**config.mk**
```make
export PLATFORM = sky130hd
export DESIGN_NAME = if_fetch_unit_flat
export DESIGN_NICKNAME = d
export VERILOG_FILES = /design/src/rtl/if_fetch_unit_pkg.sv /design/src/rtl/if_fetch_unit_if.sv /design/src/rtl/if_fetch_unit_next_pc.sv /design/src/rtl/if_fetch_unit.sv /design/src/flat_wrapper.sv
export SDC_FILE = /design/constraint.sdc
export NUM_CORES = 1
export LEC_CHECK = 0
export CAP_MARGIN = 10
export CORE_MARGIN = 5
export CORE_UTILIZATION = 46
export CTS_CLUSTER_SIZE = 30
export DETAILED_ROUTE_END_ITERATION = 12
export HOLD_SLACK_MARGIN = 0.1
export PLACE_DENSITY = 0.87
export SETUP_SLACK_MARGIN = 0.05
export SLEW_MARGIN = 20
export SYNTH_ARGS = -nofsm -noshare
export SYNTH_HDL_FRONTEND = slang
export SYNTH_HIERARCHICAL = 1
export SYNTH_SLANG_ARGS = --single-unit
```
**constraint.sdc**
```tcl
create_clock -name clk -period 4.2 [get_ports clk]
set_input_delay 1.05 -clock clk [delete_from_list [all_inputs] [get_ports clk]]
set_output_delay 1.05 -clock clk [all_outputs]
set_load 0.05 [all_outputs]
```
**src/rtl/if_fetch_unit_pkg.sv**
```systemverilog
// Shared definitions for the instruction-fetch slice.
//   - FS_* : fetch FSM state encoding (REQ waits on memory, ISSUE holds an
//            instruction for the decoder, ERR is the sticky watchdog state)
//   - INST_W : instruction width
//   - OP_* / FN_* : opcode and function codes shared with the control decoder
//   - branch_offset() : word-scaled, sign-extended 16-bit branch displacement
package if_fetch_unit_pkg;

    localparam int INST_W = 32;

    localparam logic [1:0] FS_REQ   = 2'd0;
    localparam logic [1:0] FS_ISSUE = 2'd1;
    localparam logic [1:0] FS_ERR   = 2'd2;

    localparam logic [5:0] OP_RTYPE = 6'h00;
    localparam logic [5:0] OP_J     = 6'h02;
    localparam logic [5:0] OP_BEQ   = 6'h04;
    localparam logic [5:0] OP_ADDI  = 6'h08;
    localparam logic [5:0] OP_LW    = 6'h23;
    localparam logic [5:0] OP_SW    = 6'h2B;

    localparam logic [5:0] FN_ADD = 6'h20;
    localparam logic [5:0] FN_SUB = 6'h22;
    localparam logic [5:0] FN_AND = 6'h24;
    localparam logic [5:0] FN_OR  = 6'h25;
    localparam logic [5:0] FN_SLT = 6'h2A;

    function automatic logic [31:0] branch_offset(input logic [15:0] imm16);
        return {{14{imm16[15]}}, imm16, 2'b00};
    endfunction

endpackage

```
**src/rtl/if_fetch_unit_if.sv**
```systemverilog
// Bundle of everything the fetch unit exchanges with instruction memory and
// with the decoder/datapath.
//   master : the fetch unit (drives im_req/im_addr, inst/inst_valid, pc,
//            pc_plus4, im_fault; receives memory data and redirect inputs)
//   slave  : the environment (memory + decoder/datapath)
interface if_fetch_unit_if;
    import if_fetch_unit_pkg::*;

    logic              im_req;
    logic [31:0]       im_addr;
    logic [INST_W-1:0] im_rdata;
    logic              im_ack;
    logic [INST_W-1:0] inst;
    logic              inst_valid;
    logic              inst_ready;
    logic [31:0]       pc;
    logic [31:0]       pc_plus4;
    logic              jump;
    logic              branch_taken;
    logic [15:0]       imm16;
    logic [25:0]       target26;
    logic              im_fault;

    modport master (
        output im_req, im_addr, inst, inst_valid, pc, pc_plus4, im_fault,
        input  im_rdata, im_ack, inst_ready, jump, branch_taken, imm16, target26
    );

    modport slave (
        input  im_req, im_addr, inst, inst_valid, pc, pc_plus4, im_fault,
        output im_rdata, im_ack, inst_ready, jump, branch_taken, imm16, target26
    );

endinterface

```
**src/rtl/if_fetch_unit_next_pc.sv**
```systemverilog
// Combinational next-PC selection for the fetch unit.
//   pc, jump, branch_taken, imm16, target26 -> pc_plus4, next_pc
// Jump has priority over a taken branch; all arithmetic wraps modulo 2^32.
module if_fetch_unit_next_pc
    import if_fetch_unit_pkg::*;
(
    input  logic [31:0] pc,
    input  logic        jump,
    input  logic        branch_taken,
    input  logic [15:0] imm16,
    input  logic [25:0] target26,
    output logic [31:0] pc_plus4,
    output logic [31:0] next_pc
);

    // Sequential, jump and branch targets with jump taking priority
    always_comb begin
        pc_plus4 = pc + 32'd4;
        if (jump) begin
            next_pc = {pc_plus4[31:28], target26, 2'b00};
        end else if (branch_taken) begin
            next_pc = pc_plus4 + branch_offset(imm16);
        end else begin
            next_pc = pc_plus4;
        end
    end

endmodule

```
**src/rtl/if_fetch_unit.sv**
```systemverilog
// Instruction-fetch stage: owns the PC, fetches one instruction per step over
// a req/ack handshake and hands it to the decoder with valid/ready.
//   clk, rst : single clock, synchronous active-high reset
//   bus      : if_fetch_unit_if.master (memory req/ack, decoder valid/ready,
//              pc/pc_plus4, redirect inputs, sticky im_fault)
// A watchdog moves to a terminal ERR state if memory never acks; only rst
// leaves ERR. Redirect inputs are only looked at on the retire cycle.
module if_fetch_unit
    import if_fetch_unit_pkg::*;
#(
    parameter logic [31:0] RESET_PC   = 32'h0000_0000,
    parameter int          IM_TIMEOUT = 16,
    parameter int          CNT_W      = 5
) (
    input  logic            clk,
    input  logic            rst,
    if_fetch_unit_if.master bus
);

    localparam logic [CNT_W-1:0] WD_LAST = CNT_W'(IM_TIMEOUT - 1);

    logic [1:0]        state_r;
    logic [31:0]       pc_r;
    logic [INST_W-1:0] inst_r;
    logic              inst_valid_r;
    logic              im_req_r;
    logic              im_fault_r;
    logic [CNT_W-1:0]  wd_cnt_r;
    logic [31:0]       pc_plus4_s;
    logic [31:0]       next_pc_s;

    if_fetch_unit_next_pc u_next_pc (
        .pc           (pc_r),
        .jump         (bus.jump),
        .branch_taken (bus.branch_taken),
        .imm16        (bus.imm16),
        .target26     (bus.target26),
        .pc_plus4     (pc_plus4_s),
        .next_pc      (next_pc_s)
    );

    // Fetch FSM, watchdog counter and the instruction/PC registers
    always_ff @(posedge clk) begin
        if (rst) begin
            state_r      <= FS_REQ;
            pc_r         <= RESET_PC;
            inst_r       <= {INST_W{1'b0}};
            inst_valid_r <= 1'b0;
            im_req_r     <= 1'b1;
            im_fault_r   <= 1'b0;
            wd_cnt_r     <= {CNT_W{1'b0}};
        end else begin
            case (state_r)
                FS_REQ: begin
                    if (bus.im_ack) begin
                        inst_r       <= bus.im_rdata;
                        inst_valid_r <= 1'b1;
                        im_req_r     <= 1'b0;
                        wd_cnt_r     <= {CNT_W{1'b0}};
                        state_r      <= FS_ISSUE;
                    end else if (wd_cnt_r == WD_LAST) begin
                        // Last allowed cycle passed without a response
                        im_fault_r <= 1'b1;
                        im_req_r   <= 1'b0;
                        state_r    <= FS_ERR;
                    end else begin
                        wd_cnt_r <= wd_cnt_r + {{(CNT_W-1){1'b0}}, 1'b1};
                    end
                end
                FS_ISSUE: begin
                    if (bus.inst_ready) begin
                        pc_r         <= next_pc_s;
                        inst_valid_r <= 1'b0;
                        im_req_r     <= 1'b1;
                        state_r      <= FS_REQ;
                    end
                end
                FS_ERR: begin
                    im_fault_r <= 1'b1;
                end
                default: begin
                    // Corrupted state register: park safely in ERR
                    state_r      <= FS_ERR;
                    inst_valid_r <= 1'b0;
                    im_req_r     <= 1'b0;
                    im_fault_r   <= 1'b1;
                end
            endcase
        end
    end

    assign bus.im_req     = im_req_r;
    assign bus.im_addr    = pc_r;
    assign bus.inst       = inst_r;
    assign bus.inst_valid = inst_valid_r;
    assign bus.pc         = pc_r;
    assign bus.pc_plus4   = pc_plus4_s;
    assign bus.im_fault   = im_fault_r;

endmodule

```
**src/flat_wrapper.sv**
```systemverilog
// flat-port wrapper written by rule: the top's interface ports become plain ports
module if_fetch_unit_flat import if_fetch_unit_pkg::*;
#(
    parameter logic [31:0] RESET_PC   = 32'h0000_0000,
    parameter int          IM_TIMEOUT = 16,
    parameter int          CNT_W      = 5
)
  (clk, rst, bus_im_req, bus_im_addr, bus_inst, bus_inst_valid, bus_pc, bus_pc_plus4, bus_im_fault, bus_im_rdata, bus_im_ack, bus_inst_ready, bus_jump, bus_branch_taken, bus_imm16, bus_target26);
  if_fetch_unit_if bus_i ();
  input  logic clk;
  input  logic rst;
  output wire logic [$bits(bus_i.im_req)-1:0] bus_im_req;
  output wire logic [$bits(bus_i.im_addr)-1:0] bus_im_addr;
  output wire logic [$bits(bus_i.inst)-1:0] bus_inst;
  output wire logic [$bits(bus_i.inst_valid)-1:0] bus_inst_valid;
  output wire logic [$bits(bus_i.pc)-1:0] bus_pc;
  output wire logic [$bits(bus_i.pc_plus4)-1:0] bus_pc_plus4;
  output wire logic [$bits(bus_i.im_fault)-1:0] bus_im_fault;
  input wire logic [$bits(bus_i.im_rdata)-1:0] bus_im_rdata;
  input wire logic [$bits(bus_i.im_ack)-1:0] bus_im_ack;
  input wire logic [$bits(bus_i.inst_ready)-1:0] bus_inst_ready;
  input wire logic [$bits(bus_i.jump)-1:0] bus_jump;
  input wire logic [$bits(bus_i.branch_taken)-1:0] bus_branch_taken;
  input wire logic [$bits(bus_i.imm16)-1:0] bus_imm16;
  input wire logic [$bits(bus_i.target26)-1:0] bus_target26;
  assign bus_im_req = bus_i.im_req;
  assign bus_im_addr = bus_i.im_addr;
  assign bus_inst = bus_i.inst;
  assign bus_inst_valid = bus_i.inst_valid;
  assign bus_pc = bus_i.pc;
  assign bus_pc_plus4 = bus_i.pc_plus4;
  assign bus_im_fault = bus_i.im_fault;
  assign bus_i.im_rdata = bus_im_rdata;
  assign bus_i.im_ack = bus_im_ack;
  assign bus_i.inst_ready = bus_inst_ready;
  assign bus_i.jump = bus_jump;
  assign bus_i.branch_taken = bus_branch_taken;
  assign bus_i.imm16 = bus_imm16;
  assign bus_i.target26 = bus_target26;
  if_fetch_unit #(.RESET_PC(RESET_PC), .IM_TIMEOUT(IM_TIMEOUT), .CNT_W(CNT_W)) u_core (.clk(clk), .rst(rst), .bus(bus_i));
endmodule
```
==> results.yml <==
clock_network:
  cts_tree: "done"
  cts.sinks: 74
  path_clk_slew_ns: 0.06
  ctsHtreeMaxLevel: 3
  postCtsHoldBufs: 0
  numCtsBuffers: 9
  clock_latency_ns: 0.33
  cts.root.buffer_cell: "clkbuf_16"
  cts.path.max_buffers: 2
route:
  drcViolationCount: 0
  ant_nets: 0
  wl_per_cell_um: 16.43
  routed_wl_um: 18460
  drt_first_pass_iters: 5
  drt_iter0_drc: 567
  viasPerCell: 5.432
  num_vias: 6100
synthesis:
  yosys_warnings: 6
  synth_edf_count: 0
  ys_seq_area_share_pct: 25.86
  avgSynthCellArea_um2: 7.344
  synthFlopType: "dfxtp_1"
  synthArstFlopShare_pct: 0
  synth.distinct_cells: 60
  netlist_instances: 780
  synth_nets: 899
  ys_seq_elements: 74
  syn_area_mm2: 0.005728
critical_path:
  worstRegToRegCells: 17
  worst_ep_arrival_time_ns: 2.95
  rr_endpoint: "u_core/bus.im_addr[25]"
  cp_data_required_time_ns: 3.15
  crit_end: "bus_pc_plus4[26]"
  slowest_delay_ns: 0.84
  crit_family: "simple AND/OR/NAND/NOR gates"
  reg2reg_from: "u_core/bus.im_addr[2]"
  end_kind: "output pin"
  start_kind: "flip-flop"
  crit_start: "u_core/bus.im_addr[2]"
  regToRegSetupSlack_ns: 0.27
  worstPathCellList: "ha_1 > nand4_1 > nor2_4 > nand4_1 > nor2_4 > xor2_4 > clkdlybuf4s50_1"
  path_depth: 7
  cp_slowest_cell: "clkdlybuf4s50_1"
  path_buf_inv: 1
  crit_fanout: 8
  critPathKind: "flip-flop to output pin"
final_layout:
  stdcell_area_mm2: 0.008255
  nFillCells: 1004
  diodes: 0
  fin_cells: 1123
  drive_gt1_share_pct: 9.424
  area_delta_synth_final_pct: 44.12
  nets: 1069
placed_design:
  io_buffers: 210
  detailed_place.area_mm2: 0.007864
  post-place-ws_ns: 0.1475
  placed_cells: 1106
  dpl.hpwl_um: 14500
  place_congestion: 0.9631
floorplanning:
  core_mm2: 0.01211
  io_pins: 211
  die_h_um: 121.6
  floorplan.die_area_mm2: 0.01478
  die_width_um: 121.6
  start_util_pct: 47.29
  num_rows: 40
grt:
  grt.total_usage_pct: 24.04
  grt_antenna_before_repair: 0
  grt_pass1_wl_um: 28670
  grt_max_degree: 54
  grt-ovfl-total: 0
  first_global_vias: 5606
timing:
  fmax_mhz: 249.9
  fin_crit_sh_pct: 95.27
  rsz0062_at_grt: "true"
  period_minus_slack_ns: 4.002
  slew_headroom_pct: 34.98
  finClkSkew_ns: 0.006412
  fin_setup_tns_ns: 0
  worst_pin_slew_ns: 0.9753
  slew_viol_final: 0
  setup_viol: 0
  hold_viol_final: 0
  setup_slack_ns: 0.1985
power_and_ir_drop:
  ir_drop_mv: 0.3123
  p_leak_nw: 3.342
  p_total_mw: 2.402
  powerDensity_mw_per_mm2: 291.0
hold_path:
  hp-class: "flip-flop to flip-flop"
job:
  drv_cap: 0
status:
  status: "completed"
tightest hold or removal path, stage by stage (launching register included):
cell	delay, ns
dfxtp_1	0.30
nand2_1	0.05
a21oi_1	0.05
registers in the layout (all words and copies together), names as in the netlist:
register,flops
u_core/bus.im_addr,32
u_core/bus.im_fault,1
u_core/bus.im_req,1
u_core/bus.inst,32
u_core/bus.inst_valid,1
u_core/state_r,2
u_core/wd_cnt_r,5
how the worst min path moves through the flow:
stage | from | endpoint | slack [ns] | depth (start not counted)
2_1_floorplan | u_core/wd_cnt_r[4] | u_core/wd_cnt_r[4] | 0.45 | 2
3_3_place_gp | u_core/bus.im_fault | u_core/bus.im_fault | 0.43 | 2
3_5_place_dp | u_core/bus.inst[2] | u_core/bus.inst[2] | 0.45 | 2
4_1_cts | u_core/bus.inst[17] | u_core/bus.inst[17] | 0.45 | 2
5_1_grt | u_core/bus.inst[1] | u_core/bus.inst[1] | 0.47 | 2
6_report | u_core/bus.inst[22] | u_core/bus.inst[22] | 0.45 | 2
logic make-up (layout without fill, tap and decap cells):
| family | count (synthesis) | count (layout) | share of synthesized area [%] |
|---|---|---|---|
| adders and majority gates | 39 | 39 | 8.650 |
| xor gates and xnor gates | 53 | 53 | 8.235 |
| DFF | 74 | 74 | 25.86 |
| muxes | 16 | 16 | 2.949 |
| and+or+nand+nor | 292 | 292 | 23.15 |
| AOI/OAI and AO/OA | 208 | 208 | 21.12 |
| buffers and inverters | 98 | 273 | 10.03 |
report_power, final:
group	switching, mW	total, mW	internal [mW]
logic	0.453	0.745	0.293
clock network	0.279	0.889	0.610
registers	0.0315	0.768	0.736
total	0.763	2.40	1.64
cell usage after synthesis, drive strengths merged, types with 4 or more instances:
cell type | n | area, um2
inv | 24 | 90.09
clkbuf | 19 | 81.32
nand3 | 12 | 60.06
xnor2 | 39 | 349.1
a31oi | 5 | 31.28
mux2 | 7 | 78.83
nand3b | 4 | 30.03
nand2b | 5 | 31.28
or3 | 5 | 31.28
o31ai | 5 | 42.54
dfxtp | 74 | 1481
a21o | 13 | 97.59
nand2 | 173 | 649.4
nand4 | 16 | 121.4
nor4 | 4 | 25.02
ha | 38 | 475.5
a22oi | 7 | 52.55
o21bai | 6 | 45.04
nor3 | 8 | 40.04
nor2b | 6 | 37.54
a21oi | 106 | 534.3
buf | 55 | 402.9
mux2i | 9 | 90.09
a211oi | 7 | 52.55
nor2 | 43 | 168.9
and3 | 6 | 45.04
xor2 | 14 | 122.6
o21ai | 45 | 229.0
through the flow:
step | utilization [%] | hold WS, ns
6_report | 68.16 | 0.4511
5_1_grt | 68.16 | 0.4690
4_1_cts | 67.84 | 0.4536
3_5_place_dp | 64.93 | 0.4472
3_3_place_gp | 64.93 | 0.4339
2_1_floorplan | - | 0.4496
layer usage:
layer | up-vias | routed length (um) | global-route usage [%]
met2 | 266 | 8566 | 39.07
met4 | 0 | 433 | 7.983
met3 | 31 | 1865 | 7.242
li1 | 3006 | - | -
met1 | 2797 | 7590 | 30.49
met5 | - | 0 | 0
cell type report:
cell class	count	area (um2)	area share, %
Timing Repair Buffer	233	2282	27.64
Clock buffer	11	252.7	3.062
Clock inverter	5	100.1	1.212
Multi-Input combinational cell	608	3832	46.42
Inverter	24	90.09	1.091
Tap cell	168	210.2	2.546
Sequential cell	74	1488	18.02
what timing repair did:
| item | CTS | global route |
|---|---|---|
| resized for setup | 0 | 10 |
| setup endpoints to repair | 0 | 10 |
| buffers inserted | 0 | 1 |
cells in the final DEF, fill, tap and decap left out, types with 24 or more instances in the layout:
cell and count:
inv_1 24, dfxtp_1 69, ha_1 37, buf_4 24, o21ai_0 38, nand2_1 173
xnor2_1 27, clkdlybuf4s50_1 205, nor2_1 40, a21oi_1 105
Note: power is estimated with default switching activity, not from simulation.
